[src/rtl/lcd_nibble_rx.sv]
// 4-bit HD44780-style bus receiver: rebuilds bytes from two nibbles latched on
// falling LCD_E and queues them, with their RS bit, in a small FWFT FIFO.
module lcd_nibble_rx #(
  parameter int TIMEOUT = 1023,
  parameter int DEPTH   = 4
) (
  input  logic       HCLK,
  input  logic       HRESETn,
  input  logic       LCD_RS,
  input  logic       LCD_RW,
  input  logic       LCD_E,
  input  logic [3:0] LCD_DB,
  output logic [7:0] rx_data,
  output logic       rx_is_data,
  output logic       rx_valid,
  input  logic       rx_ready,
  input  logic       err_clr,
  output logic       overflow,
  output logic       frame_err,
  output logic       busy
);

  localparam int AW    = $clog2(DEPTH);
  localparam int CNT_W = (TIMEOUT > 0) ? $clog2(TIMEOUT + 1) : 1;
  localparam logic [AW:0]      PTR_ONE = 1;
  localparam logic [CNT_W-1:0] CNT_ONE = 1;
  localparam logic [CNT_W-1:0] CNT_MAX = CNT_W'(TIMEOUT);

  typedef enum logic {PH_HIGH, PH_LOW} phase_t;

  logic [6:0]       sync_p0, sync_p1;
  logic             e_prev_p2;
  logic             rs_s, rw_s, e_s;
  logic [3:0]       db_s;
  logic             fall, wr_edge;
  phase_t           phase;
  logic [CNT_W-1:0] idle_cnt;
  logic [3:0]       hi_nib;
  logic             hi_rs;
  logic             push, frame_set;
  logic [8:0]       mem [DEPTH];
  logic [AW:0]      wptr, rptr;
  logic             full, pop, wr_en, drop;
  logic [8:0]       head;

  // Stage p0/p1: two-flop synchronizer on every bus signal; p2: E history
  always_ff @(posedge HCLK or negedge HRESETn) begin
    if (!HRESETn) begin
      sync_p0   <= '0;
      sync_p1   <= '0;
      e_prev_p2 <= 1'b0;
    end else begin
      sync_p0   <= {LCD_RS, LCD_RW, LCD_E, LCD_DB};
      sync_p1   <= sync_p0;
      e_prev_p2 <= sync_p1[4];
    end
  end

  assign rs_s    = sync_p1[6];
  assign rw_s    = sync_p1[5];
  assign e_s     = sync_p1[4];
  assign db_s    = sync_p1[3:0];
  assign fall    = ~e_s & e_prev_p2;
  assign wr_edge = fall & ~rw_s;

  assign push      = (phase == PH_LOW) && wr_edge && (rs_s == hi_rs);
  assign frame_set = (phase == PH_LOW) && wr_edge && (rs_s != hi_rs);

  // Nibble phase and inactivity timeout
  always_ff @(posedge HCLK or negedge HRESETn) begin
    if (!HRESETn) begin
      phase    <= PH_HIGH;
      idle_cnt <= '0;
    end else begin
      case (phase)
        PH_HIGH: begin
          idle_cnt <= '0;
          if (wr_edge) phase <= PH_LOW;
        end
        PH_LOW: begin
          if (fall) begin
            idle_cnt <= '0;
            if (wr_edge) phase <= PH_HIGH;
          end else if (idle_cnt == CNT_MAX) begin
            idle_cnt <= '0;
            phase    <= PH_HIGH;
          end else begin
            idle_cnt <= idle_cnt + CNT_ONE;
          end
        end
        default: begin
          phase    <= PH_HIGH;
          idle_cnt <= '0;
        end
      endcase
    end
  end

  // Held high nibble is only read in PH_LOW, which always follows a write here
  always_ff @(posedge HCLK) begin
    if ((phase == PH_HIGH) && wr_edge) begin
      hi_nib <= db_s;
      hi_rs  <= rs_s;
    end
  end

  assign busy = (phase == PH_LOW);

  assign full  = (wptr[AW] != rptr[AW]) && (wptr[AW-1:0] == rptr[AW-1:0]);
  assign pop   = rx_valid & rx_ready;
  assign wr_en = push & (~full | pop);
  assign drop  = push & full & ~pop;

  always_ff @(posedge HCLK) begin
    if (wr_en) mem[wptr[AW-1:0]] <= {rs_s, hi_nib, db_s};
  end

  // FIFO pointers and sticky error flags; a set beats a same-cycle clear
  always_ff @(posedge HCLK or negedge HRESETn) begin
    if (!HRESETn) begin
      wptr      <= '0;
      rptr      <= '0;
      overflow  <= 1'b0;
      frame_err <= 1'b0;
    end else begin
      if (wr_en) wptr <= wptr + PTR_ONE;
      if (pop)   rptr <= rptr + PTR_ONE;
      if (drop)         overflow <= 1'b1;
      else if (err_clr) overflow <= 1'b0;
      if (frame_set)    frame_err <= 1'b1;
      else if (err_clr) frame_err <= 1'b0;
    end
  end

  assign rx_valid   = (wptr != rptr);
  assign head       = mem[rptr[AW-1:0]];
  assign rx_data    = rx_valid ? head[7:0] : 8'h00;
  assign rx_is_data = rx_valid ? head[8] : 1'b0;

endmodule

[config.mk]
export PLATFORM = sky130hd
export DESIGN_NAME = lcd_nibble_rx
export DESIGN_NICKNAME = d
export VERILOG_FILES = /design/src/rtl/lcd_nibble_rx.sv
export SDC_FILE = /design/constraint.sdc
export NUM_CORES = 1
export LEC_CHECK = 0
export CORE_ASPECT_RATIO = 1.5
export CORE_MARGIN = 2
export CORE_UTILIZATION = 55
export CTS_BUF_LIST = sky130_fd_sc_hd__clkbuf_16
export DETAILED_ROUTE_END_ITERATION = 16
export PLACE_DENSITY = 0.75
export SLEW_MARGIN = 20
export SYNTH_ARGS = -nofsm -noshare
export SYNTH_HDL_FRONTEND = slang
export SYNTH_SLANG_ARGS = --single-unit
export TNS_END_PERCENT = 1
[constraint.sdc]
create_clock -name HCLK -period 2.4 [get_ports HCLK]
set_clock_uncertainty 0.15 [all_clocks]
set_input_delay 0.72 -clock HCLK [delete_from_list [all_inputs] [get_ports HCLK]]
set_output_delay 0.72 -clock HCLK [all_outputs]
set_load 0.01 [all_outputs]
==> reports/results.tsv, run 1 <==
stage	metric	value	unit
layout	instances_no_fill	297	
min_path	hold_path.class	reg2reg	
power_and_ir_drop	peakVddDrop	0.610	mV
layout	diodes	0	
setup_path	critical_path_class	reg2out	
setup_path	required	1530	ps
layout	final_nets	241	
clock_network	clkTransAtPathRegs	50	ps
timing	fin_crit_sh	107	%
global_route	antenna_found_initial	0	
timing	period_minus_slack	2570	ps
detailed_routing	firstDrtPassIters	4	
floorplan	dieArea	5850	µm²
detailed_routing	first_iter_violations	53	
layout	syn2layout_area_growth	26.8	%
global_route	grt_usage	20.4	%
setup_path	crit_start	rptr[0]	
global_route	grt_max_degree	35	
place	gp_congestion	0.703	
place	dp_hpwl	3460	µm
place	dp.cells	276	
global_route	grt_pass1_wl	8460	µm
clock_network	clkLatencyLatePin	340	ps
synth	synthFlopType	edfxtp_1	
detailed_routing	wire_per_inst	17.3	µm
clock_network	hold_buffers	0	
setup_path	cp-endpoint	rx_data[4]	
synth	yosysSeqAreaShare	72.2	%
timing	setup_viol	9	
clock_network	clkSinkCount	75	
setup_path	ff2ff_setup_slack	440	ps
timing	slew_headroom	70.8	%
layout	drive_above_1_share	28.8	%
floorplan	initial_core_util	56.7	%
timing	timing_hold_violations_final	0	
timing	fin_ws	-166	ps
setup_path	start_kind	flip-flop	
flow_run	cap_violations	0	
timing	rsz0062_at_grt	true	
detailed_routing	ant_nets	0	
synth	synth_fp_nets	189	
timing	max_freq	390	MHz
clock_network	cts_buffers	9	
outcome	failed_checks	setup timing	
layout	final.fill_count	341	
synth	ys_top_cells_by_area	edfxtp_1 (43%), dfrtp_1 (29%), mux4_2 (7.0%)	
synth	yosys.area.top_type_share	42.7	%
timing	drv_slew	0	
place	port-buffer-count	23	
synth	postSynthCellCount	172	
clock_network	clockBufferDepth	2	
clock_network	htreeDepth	3	
global_route	grt_overflow	0	
floorplan	core_area	5080	µm²
floorplan	io_pins	24	
clock_network	clock_tree.root_cell	clkbuf_16	
setup_path	worstPathMaxFanout	5	
setup_path	worstRegToRegCells	5	
global_route	first_global_vias	1749	
floorplan	fp-row-count	32	
detailed_routing	drt_wl_total	5140	µm
power_and_ir_drop	p_leak	1.44	nW
setup_path	cp.arrival	1700	ps
synth	synth.cell_area	2890	µm²
setup_path	end_kind	output port	
synth	synth-edff-count	41	
clock_network	tritoncts	yes	
timing	setup_tns	-1200	ps
detailed_routing	remaining_drc_errors	0	
setup_path	reg2reg_from	sync_p1[6]	
detailed_routing	dr_total_vias	1614	
synth	yosysUniqueCellTypes	33	
synth	synth_top_area_cell	edfxtp_1	
setup_path	r2r-end	mem[2][2]	
power_and_ir_drop	power_density	1060	nW/µm²
synth	synth_seq_cells	75	
synth	yosys_warnings	0	
floorplan	die_h	92.7	µm
synth	synthArstFlopShare	45.3	%
detailed_routing	viasPerCell	5.43	
outcome	status	finished with violations	
synth	synth_area_per_cell	16.8	µm²
floorplan	die_w	63.1	µm
timing	tightestPinTransition	438	ps
==> flip-flops by register name, indices dropped and copies added, names as in the netlist <==
signal	count
hi_rs	1
e_prev_p2	1
sync_p0	7
frame_err	1
sync_p1	7
overflow	1
rptr	3
wptr	3
mem	36
idle_cnt	10
busy	1
hi_nib	4
==> cells in the mapped netlist, types with 3 or more instances <==
master / number
dfrtp_1: 34
and2_1: 13
xnor2_1: 7
nand3_1: 3
ha_1: 6
xor2_1: 6
edfxtp_1: 41
mux4_2: 9
o21ai_0: 3
clkbuf_1: 3
nor2_1: 9
nand2_1: 6
inv_1: 5
==> final cells by class <==
class | instances | area (µm²) | area share [%]
Multi-Input combinational cell | 87 | 777 | 21.2
Clock buffer | 9 | 225 | 6.16
Inverter | 5 | 18.8 | 0.513
Sequential cell | 75 | 2080 | 56.9
Clock inverter | 7 | 37.5 | 1.03
Tap cell | 68 | 85.1 | 2.33
Timing Repair Buffer | 46 | 433 | 11.8
==> per-layer routing <==
layer / wire length (µm) / part of all wire, % / global-route usage [%] / vias up
met3: 196 / 3.8 / 5.35 / 12
li1: - / - / - / 734
met4: 137 / 2.7 / 11.9 / 0
met5: 0 / 0 / 0 / -
met2: 2940 / 57 / 36.6 / 41
met1: 1870 / 36 / 21.3 / 827
==> where the power goes <==
part	internal [mW]	leakage, nW	switching (mW)
Clock	0.684	0.135	0.478
Sequential	1.44	0.797	0.0612
Combinational	0.715	0.507	0.495
==> how the worst min path moves through the flow <==
stage,cells past startpoint,to,start,slack (ps)
after floorplan,0,sync_p1[0],sync_p0[0],180
after global placement,0,sync_p1[0],sync_p0[0],180
after detailed placement,0,sync_p1[6],sync_p0[6],190
after CTS,0,sync_p1[6],sync_p0[6],200
after global routing,0,sync_p1[6],sync_p0[6],210
final,0,sync_p1[5],sync_p0[5],200
==> per-stage QoR <==
step	setup slack, ps	hold slack (ps)	utilization, %	total power, mW	area [µm²]
after global routing	-228	207	71.9	4.07	3660
after detailed placement	-149	186	65.8	2.63	3350
final	-166	201	71.9	3.88	3660
after CTS	-184	198	71.0	3.76	3610
after global placement	-116	183	65.8	2.58	3350
after floorplan	175	181	-	2.09	2890
==> timing repair <==
action,4_1_cts,5_1_grt
pin swaps,8,1
hold endpoints to repair,0,0
setup endpoints to repair,10,10
resized for setup,42,11
setup buffers,4,1
==> cells in the final DEF, fill, tap and decap left out, types with 2 or more instances in the layout <==
master | netlist | layout
buf_12 | 0 | 3
nand2_1 | 6 | 6
a21oi_1 | 2 | 2
and3_1 | 2 | 2
inv_1 | 5 | 7
mux4_2 | 9 | 9
buf_2 | 1 | 4
ha_1 | 6 | 6
dfrtp_1 | 34 | 34
nand2b_1 | 2 | 2
clkinv_2 | 0 | 2
mux2_2 | 2 | 2
nand3_1 | 3 | 3
o21bai_1 | 2 | 2
nor3_1 | 2 | 2
edfxtp_1 | 41 | 41
buf_4 | 0 | 17
clkdlybuf4s50_1 | 0 | 13
and2_4 | 0 | 5
and2_1 | 13 | 8
clkbuf_16 | 0 | 9
nor3b_1 | 2 | 2
buf_6 | 1 | 8
xor2_1 | 6 | 6
xnor2_1 | 7 | 6
nor2_1 | 9 | 9
o21ai_0 | 3 | 3
==> logic make-up after synthesis <==
family / share of synthesized area (%)
flops: 72.2
simple gates: 9.11
mux: 7.81
fa+ha+maj: 2.60
xor+xnor: 3.95
compound gates: 2.78
buf+inv: 1.60
==> critical path: stages (launching register included) <==
cell and delay (ps):
dfrtp_1 370, buf_6 130, buf_4 110, mux4_2 480
and2_1 140, buf_2 130
Power figures use the tool's default switching activity.
==> inputs of run 2 (changes only) <==
--- a/config.mk
+++ b/config.mk
@@ -6,4 +6,5 @@
 export NUM_CORES = 1
 export LEC_CHECK = 0
+export CAP_MARGIN = 20
 export CORE_ASPECT_RATIO = 1.5
 export CORE_MARGIN = 2
==> constraint.sdc (replaced) <==
create_clock -name HCLK -period 2.4 [get_ports HCLK]
set_clock_uncertainty 0.15 [all_clocks]
set_input_delay 0.36 -clock HCLK [delete_from_list [all_inputs] [get_ports HCLK]]
set_output_delay 0.36 -clock HCLK [all_outputs]
set_load 0.01 [all_outputs]
==> run 2 against run 1 <==
  * The flow now finishes without violations
  * Sequential cell count unchanged
  * Largest power group unchanged
  * Sequential power barely moved
  * Sequential share of layout area rose by 0.79 points
  * Die area stayed put
  * Worst hold slack got worse by 5.4 ps
  * Clock power up 16%
  * Wire length shrank 2.7%
==> reports/results.tsv, run 2 (synthesis results as in run 1) <==
stage	metric	value	unit	change
layout	diodes	0		unchanged
timing	rsz0062_at_grt	false		
layout	largest_reg_flops	36		unchanged
detailed_routing	firstDrtPassIters	4		unchanged
place	port-buffer-count	23		unchanged
clock_network	htreeDepth	3		unchanged
floorplan	die_h	92.7	µm	unchanged
timing	max_freq	428	MHz	+9.9%
place	dp.cells	268		-2.9%
clock_network	clock_tree.root_cell	clkbuf_16		
setup_path	critical_path.max_stage_delay	490	ps	about the same
timing	period_minus_slack	2330	ps	-231 ps
floorplan	dieArea	5850	µm²	unchanged
global_route	met2_usage	33.6	%	-3.0 points
place	dp_hpwl	3330	µm	-3.7%
layout	stdcell_area	3610	µm²	-1.4%
setup_path	cp_cell_sequence	buf_6 > mux4_2 > and2_1 > dlygate4sd2_1		
global_route	use_met3	4.86	%	-0.49 points
timing	fin_crit_sh	97.3	%	-9.6 points
min_path	holdCritStartpoint	sync_p0[5]		
setup_path	required	1890	ps	+360 ps
power_and_ir_drop	p_leak	1.41	nW	-1.8%
floorplan	die_w	63.1	µm	unchanged
min_path	hold-path-endpoint	sync_p1[5]		
floorplan	fp-row-count	32		unchanged
setup_path	r2r-end	mem[2][5]		
layout	drive_above_1_share	18.8	%	-10 points
detailed_routing	drt_wl_total	5010	µm	-2.7%
outcome	status	complete, no violations		
global_route	top_usage_layer	met2		
global_route	grt_pass1_wl	7980	µm	-5.7%
setup_path	cp.arrival	1820	ps	+120 ps
timing	holdWs	195	ps	-5.38 ps
floorplan	io_pins	24		unchanged
layout	final_nets	230		-4.6%
global_route	grt_usage	18.9	%	-1.5 points
setup_path	ff2ff_setup_slack	450	ps	about the same
global_route	antenna_found_initial	0		unchanged
floorplan	initial_core_util	56.7	%	unchanged
min_path	whs_path_depth	0		unchanged
setup_path	worstRegToRegCells	5		unchanged
place	placed_area	3260	µm²	-2.5%
clock_network	clkTransAtPathRegs	60	ps	about the same
setup_path	reg2reg_from	sync_p1[4]		
timing	timing_hold_violations_final	0		unchanged
clock_network	clockBufferDepth	2		unchanged
floorplan	core_area	5080	µm²	unchanged
layout	syn2layout_area_growth	25.1	%	
power_and_ir_drop	peakVddDrop	0.651	mV	+6.8%
layout	utilization	71.0	%	-0.98 points
clock_network	tritoncts	yes		
timing	drv_slew	0		unchanged
layout	final_common_cell	edfxtp_1		
global_route	first_global_vias	1677		-4.1%
setup_path	cp_slowest_cell	mux4_2		
setup_path	worstPathMaxFanout	6		+1
setup_path	critical_path_class	reg2out		
setup_path	end_kind	output port		
setup_path	critPathTopFamily	multiplexers		
global_route	grt_overflow	0		unchanged
global_route	grt_max_degree	35		unchanged
setup_path	cp_num_buf_inv	2		-1
timing	slew_headroom	71.3	%	+0.56 points
timing	fin_ws	65.4	ps	+231 ps
clock_network	cts_buffers	9		unchanged
setup_path	start_kind	flip-flop		
layout	instances_no_fill	286		-3.7%
clock_network	clkSinkCount	75		unchanged
flow_run	cap_violations	0		unchanged
power_and_ir_drop	power_density	1070	nW/µm²	+1.0%
place	place_ws	97.0	ps	+246 ps
timing	setup_viol	0		-9
min_path	hold_path.class	reg2reg		
place	gp_congestion	0.686		-2.5%
clock_network	clkLatencyLatePin	330	ps	about the same
timing	tightestPinTransition	430	ps	-8.43 ps
detailed_routing	viasPerCell	5.40		-0.72%
detailed_routing	dr_total_vias	1543		-4.4%
layout	layout_common_cells	edfxtp_1 (41), dfrtp_1 (34), and2_1 (13), clkdlybuf4s50_1 (13), clkbuf_16 (10)		
detailed_routing	ant_nets	0		unchanged
global_route	met1_usage	19.4	%	-1.8 points
detailed_routing	wire_per_inst	17.5	µm	+1.1%
detailed_routing	first_iter_violations	44		-17%
detailed_routing	remaining_drc_errors	0		unchanged
clock_network	hold_buffers	0		unchanged
[run 2: changes by cell type in the layout (fill, tap and decap cells not counted), moves of 2 or more]
cell,previous run,this run
and2_1,8,13
and2_4,5,0
buf_12,3,1
buf_2,4,0
buf_4,17,8
buf_6,8,3
clkdlybuf4s15_1,0,5
dlymetal6s2s_1,0,4
[run 2: worst reg2reg max path, cell delays in order (launching register included)]
cell	delay, ps
dfrtp_1	390
nor3b_1	310
nand3_1	230
nor2_1	230
and2_1	150
buf_4	200
[run 2: routing by layer]
layer	vias to the layer above	part of all wire [%]
met5	-	0
met4	0	3.9
met3	17	4.3
met2	49	54
met1	769	38
li1	708	-
[run 2: final cells by class]
cell class	count	area (µm²)
flip-flops and latches	75	2080
fillers	350	1480
multi-input cells	87	764
repair buffers	35	353
clock buffers	10	250
well taps	68	85.1
clock inverters	6	55.1
inverters	5	18.8
[run 2: power by group]
part / switching, mW / internal (mW) / total, mW
Sequential: 0.0823 / 1.44 / 1.52
Clock: 0.483 / 0.856 / 1.34
Combinational: 0.432 / 0.568 / 0.999
[run 2: how the worst max path moves through the flow]
stage,cells past startpoint,endpoint,slack (ps),start
floorplan,3,rx_data[0],530,rptr[0]
global placement,4,rx_data[3],190,rptr[0]
detailed placement,4,rx_data[3],100,wptr[0]
CTS,4,rx_data[1],-140,rptr[0]
global route,4,rx_data[7],3,rptr[0]
finish,4,rx_data[7],70,rptr[0]
[run 2: timing repair]
action / in CTS / in global routing
setup buffers: 2 / 0
endpoints found under the setup margin: 10 / 10
gates resized for setup: 7 / 12
hold endpoints to repair: 0 / 0
pin swaps: 1 / 0
[run 2: through the flow]
stage	setup TNS, ps	total power [mW]
after global placement	0	2.49
final	0	3.86
after CTS	-411	3.85
after detailed placement	0	2.54
after floorplan	0	2.09
after global routing	0	4.02
==> variant 1, RTL diff (settings of run 2) <==
Set the parameter `DEPTH` to 2 (it was 4).
--- a/src/rtl/lcd_nibble_rx.sv
+++ b/src/rtl/lcd_nibble_rx.sv
@@ -2,7 +2,7 @@
 // falling LCD_E and queues them, with their RS bit, in a small FWFT FIFO.
 module lcd_nibble_rx #(
   parameter int TIMEOUT = 1023,
-  parameter int DEPTH   = 4
+  parameter int DEPTH   = 2
 ) (
   input  logic       HCLK,
   input  logic       HRESETn,
Check against the original RTL: same outputs for any inputs over 10 cycles, from zero or initial values and one cycle with HRESETn low; that may be too few to reach the edited logic, so the function may still have changed.
==> variant 1 against run 2 <==
Setup slack gained 0.049 ns; total power is 33% lower; cell area fell by 30%; first-iteration DRC count down 57%; routed wire length decreased by 36%; core utilization decreased by 1.5 points; sequential cell count decreased by 20; area after synthesis is 29% lower; largest cell class unchanged.
==> variant 1: results (changes against run 2) <==
layout:
  n_fill_cell: 259  # -26%
  multi_input_gates: 82  # -5.7%
  seq_cells: 55  # -27%
  sh_seq_area_pct: 59.4  # +1.7 points
  drive_gt1_share_pct: 8.52  # -10 points
  nonClkBufAreaFrac_pct: 10.3  # +0.49 points
  multi_input_area_share_pct: 21.1  # -0.099 points
  clk_share_pct: 6.33  # -2.1 points
  finalNetCount: 187  # -19%
die:
  dieArea_mm2: 0.00424  # -28%
timing:
  tightestPinTransition_ns: 0.672  # +0.242 ns
logic_synthesis:
  ys.flop_type: "dfrtp_1"
  avgSynthCellArea_um2: 14.2  # -15%
  synth_nets: 156  # -17%
  synth-seq-area-share_pct: 72.9  # +0.70 points
  synth_edf_count: 23  # -44%
worst_setup_path:
  worstPathArrival_ns: 1.78  # -0.04 ns
  max_stage_delay_ns: 0.55  # +0.06 ns
  r2r-end: "mem[0][4]"
  reg2reg_slack_ns: 0.32  # -0.13 ns
  reg2reg_depth: 4  # -1
  critPathCapture: "rx_is_data"
  crit_family: "buffers and inverters"
  path_max_fanout: 10  # +4
  crit_start: "wptr[0]"
cts:
  post-cts-setup-buffers: 0  # -2
  cts-resized-gates: 1  # -6
  clock_latency_ns: 0.29  # -0.04 ns
  cts-htree-levels: 2  # -1
global_routing:
  grt_usage_pct: 17.7  # -1.2 points
  grt_pass1_vias: 1172  # -30%
  use_met2_pct: 31.0  # -2.6 points
  grt_max_degree: 33  # -5.7%
  met3_usage_pct: 4.51  # -0.35 points
power_and_ir_drop:
  p_leak_nw: 1.02  # -28%
  peakVddDrop_v: 0.000929  # +43%
  power.density_mw_per_mm2: 1030  # -4.0%
placement:
  place_area_mm2: 0.00234  # -28%
  place_ws_ns: 0.236  # +0.139 ns
  place_inst: 211  # -21%
status:
  status: "finished clean"
drt:
  avgViaCountPerCell: 5.34  # -0.98%
-- variant 1: changes by cell type after synthesis, sizes merged, moves of 2 or more --
cell / before / now
mux2: 2 / 0
mux2i: 0 / 9
dfrtp: 34 / 32
mux4: 9 / 0
edfxtp: 41 / 23
and2: 13 / 3
clkbuf: 3 / 0
ha: 6 / 1
nor2: 9 / 18
nand3: 4 / 7
o31ai: 0 / 2
-- variant 1: power breakdown --
part           internal [mW]  switching, mW
sequential              1.05         0.0640
clock                  0.403          0.329
combinational          0.392          0.339
total                   1.85          0.733
-- variant 1: cell families (layout without fill, tap and decap cells) --
group           after synthesis  in the layout  share of synthesized area [%]
buf+inv                       7             39                           1.41
fa+ha+maj                     1              1                          0.611
compound gates               13             13                           3.85
flops                        55             55                           72.9
mux                           9              9                           4.40
xor+xnor                     12             12                           5.13
simple gates                 47             47                           11.7
-- variant 1: metal layers --
layer / part of all wire [%] / up-vias
met1: 37 / 564
met3: 5.0 / 5
li1: - / 567
met2: 57 / 34
met4: 1.4 / 0
met5: 0 / -
==> variant 2, RTL diff (settings of run 2) <==
Without the edit above. Register the output `frame_err` once more, without a reset; this adds one clock of latency there. The other outputs are not delayed to match.
--- a/src/rtl/lcd_nibble_rx.sv
+++ b/src/rtl/lcd_nibble_rx.sv
@@ -27,6 +27,8 @@
   localparam logic [CNT_W-1:0] CNT_MAX = CNT_W'(TIMEOUT);
 
   typedef enum logic {PH_HIGH, PH_LOW} phase_t;
+
+  logic frame_err_s0;
 
   logic [6:0]       sync_p0, sync_p1;
   logic             e_prev_p2;
@@ -121,14 +123,14 @@
       wptr      <= '0;
       rptr      <= '0;
       overflow  <= 1'b0;
-      frame_err <= 1'b0;
+      frame_err_s0 <= 1'b0;
     end else begin
       if (wr_en) wptr <= wptr + PTR_ONE;
       if (pop)   rptr <= rptr + PTR_ONE;
       if (drop)         overflow <= 1'b1;
       else if (err_clr) overflow <= 1'b0;
-      if (frame_set)    frame_err <= 1'b1;
-      else if (err_clr) frame_err <= 1'b0;
+      if (frame_set)    frame_err_s0 <= 1'b1;
+      else if (err_clr) frame_err_s0 <= 1'b0;
     end
   end
 
@@ -137,5 +139,9 @@
   assign rx_data    = rx_valid ? head[7:0] : 8'h00;
   assign rx_is_data = rx_valid ? head[8] : 1'b0;
 
+  always_ff @(posedge HCLK) begin
+    frame_err <= frame_err_s0;
+  end
+
 endmodule
 
Check against the original RTL: not equivalent (Yosys sat finds a counterexample within 10 cycles, from zero or initial values and one cycle with HRESETn low).
==> variant 2 against run 2 <==
Area after synthesis is 0.69% higher; via count is 0.65% lower; critical endpoint is now rx_data[2]; sequential cell count is 1 higher; total power is 3.1% lower; routed wire length is 0.94% lower; cell area is 0.87% lower; largest cell class unchanged; largest power group unchanged; setup slack worse by 0.0028 ns; clock power is 9.7% lower; cell count is 0.35% higher.
==> variant 2: results (changes against run 2) <==
worst_setup_path:
  critPathCapture: "rx_data[2]"
  crit_slowest_cell: "mux4_2"
  reg2reg_depth: 6  # +1
  crit_family: "multiplexers"
  reg2reg_slack_ns: 0.33  # -0.12 ns
  path_max_fanout: 9  # +3
  r2r-end: "mem[0][3]"
  crit_start: "rptr[0]"
  max_stage_delay_ns: 0.50
power_and_ir_drop:
  peakVddDrop_v: 0.000569  # -13%
  clockPowerShare_pct: 32.4  # -2.3 points
  p_leak_nw: 1.38  # -2.5%
  p_int_mw: 2.72  # -5.1%
  powerSeq_mw: 1.54
drt:
  avgViaCountPerCell: 5.34  # -0.99%
  drtPass1Iterations: 4  # unchanged
  wire_per_inst_um: 17.3  # -1.3%
  drtIter0Drc: 70  # +59%
layout:
  finalNetCount: 231  # +0.43%
  final_area_mm2: 0.00358  # -0.87%
  diodes: 0  # unchanged
  largest_reg_flops: 36  # unchanged
  drive_gt1_share_pct: 20.1  # +1.3 points
logic_synthesis:
  synth-seq-area-share_pct: 72.4  # +0.19 points
  synth_nets: 190  # +0.53%
  ys_types: 34  # +3.0%
  synth_common_cells: "edfxtp_1 (41), dfrtp_1 (34), and2_1 (13)"
  synthTopCellsByArea: "edfxtp_1 (42%), dfrtp_1 (29%), mux4_2 (7.0%)"
  async_flop_share_pct: 44.7  # -0.60 points
  synth_edf_count: 41  # unchanged
  ys_warn_count: 0  # unchanged
global_routing:
  antenna_found_initial: 0  # unchanged
  grt_first_pass_wirelength_um: 8160  # +2.3%
  grt_usage_pct: 19.4  # +0.48 points
  grt_max_degree: 35  # unchanged
  grt_pass1_vias: 1689  # +0.72%
cts:
  root_buffer: "clkbuf_16"
  cts-buffers-inserted: 9  # unchanged
  clock_latency_ns: 0.33  # about the same
  cts-htree-levels: 3  # unchanged
  clkSlewWorstSetupHoldPaths_ns: 0.06  # about the same
  clk_path_buf_depth: 2  # unchanged
min_path:
  hp-class: "register to register"
placement:
  dp.final_hpwl_um: 3350  # +0.56%
  io_buffer_count: 23  # unchanged
  place_area_mm2: 0.00327  # +0.38%
  gp_congestion: 0.726  # +5.8%
timing:
  setup_viol_count_final: 0  # unchanged
  tightestPinTransition_ns: 0.423  # -0.00664 ns
status:
  status: "finished clean"
## variant 2: cells by family after synthesis
group | after synthesis | share of synthesized area [%]
buffers and inverters | 10 | 1.59
adder cells (fa/ha/maj) | 6 | 2.58
XOR/XNOR | 13 | 3.92
AO/OA/AOI/OAI | 12 | 2.76
AND/OR/NAND/NOR | 45 | 9.04
flip-flops | 76 | 72.4
multiplexers | 11 | 7.75
## variant 2: layer usage
layer	GRT usage [%]	share of wire, %	up-vias
li1	-	-	712
met1	20.1	36	773
met2	34.1	57	34
met3	5.66	3.6	14
met4	12.0	2.9	0
met5	0	0	-
## variant 2: area by class of cell
cell class,count,area [µm²]
Inverter,5,18.8
Clock inverter,7,51.3
Timing Repair Buffer,35,329
Clock buffer,9,225
Sequential cell,76,2100
Tap cell,68,85.1
Fill cell,375,1550
Multi-Input combinational cell,87,764
## variant 2: metrics by stage
stage / setup slack [ns] / total power [mW] / std cells
6_report: 0.0626 / 3.74 / 287
5_1_grt: 0.00143 / 3.93 / 287
3_3_place_gp: 0.153 / 2.52 / 268
2_1_floorplan: 0.535 / 2.11 / 173
4_1_cts: 0.0195 / 3.78 / 287
3_5_place_dp: 0.0616 / 2.58 / 268
## variant 2: timing repair
action                     4_1_cts  5_1_grt
setup endpoints to repair       10        2
pin swaps                        1        0
resized for setup               12        2
cloned                           0        0
setup buffers                    3        0
## variant 2: how the worst min path moves through the flow
stage               start         end  slack, ns  depth (start not counted)
2_1_floorplan     HRESETn        busy      -0.09                          0
3_3_place_gp   sync_p0[1]  sync_p1[1]       0.18                          0
5_1_grt        sync_p0[5]  sync_p1[5]       0.21                          0
3_5_place_dp   sync_p0[6]  sync_p1[6]       0.19                          0
6_report       sync_p0[6]  sync_p1[6]       0.20                          0
4_1_cts        sync_p0[6]  sync_p1[6]       0.20                          0
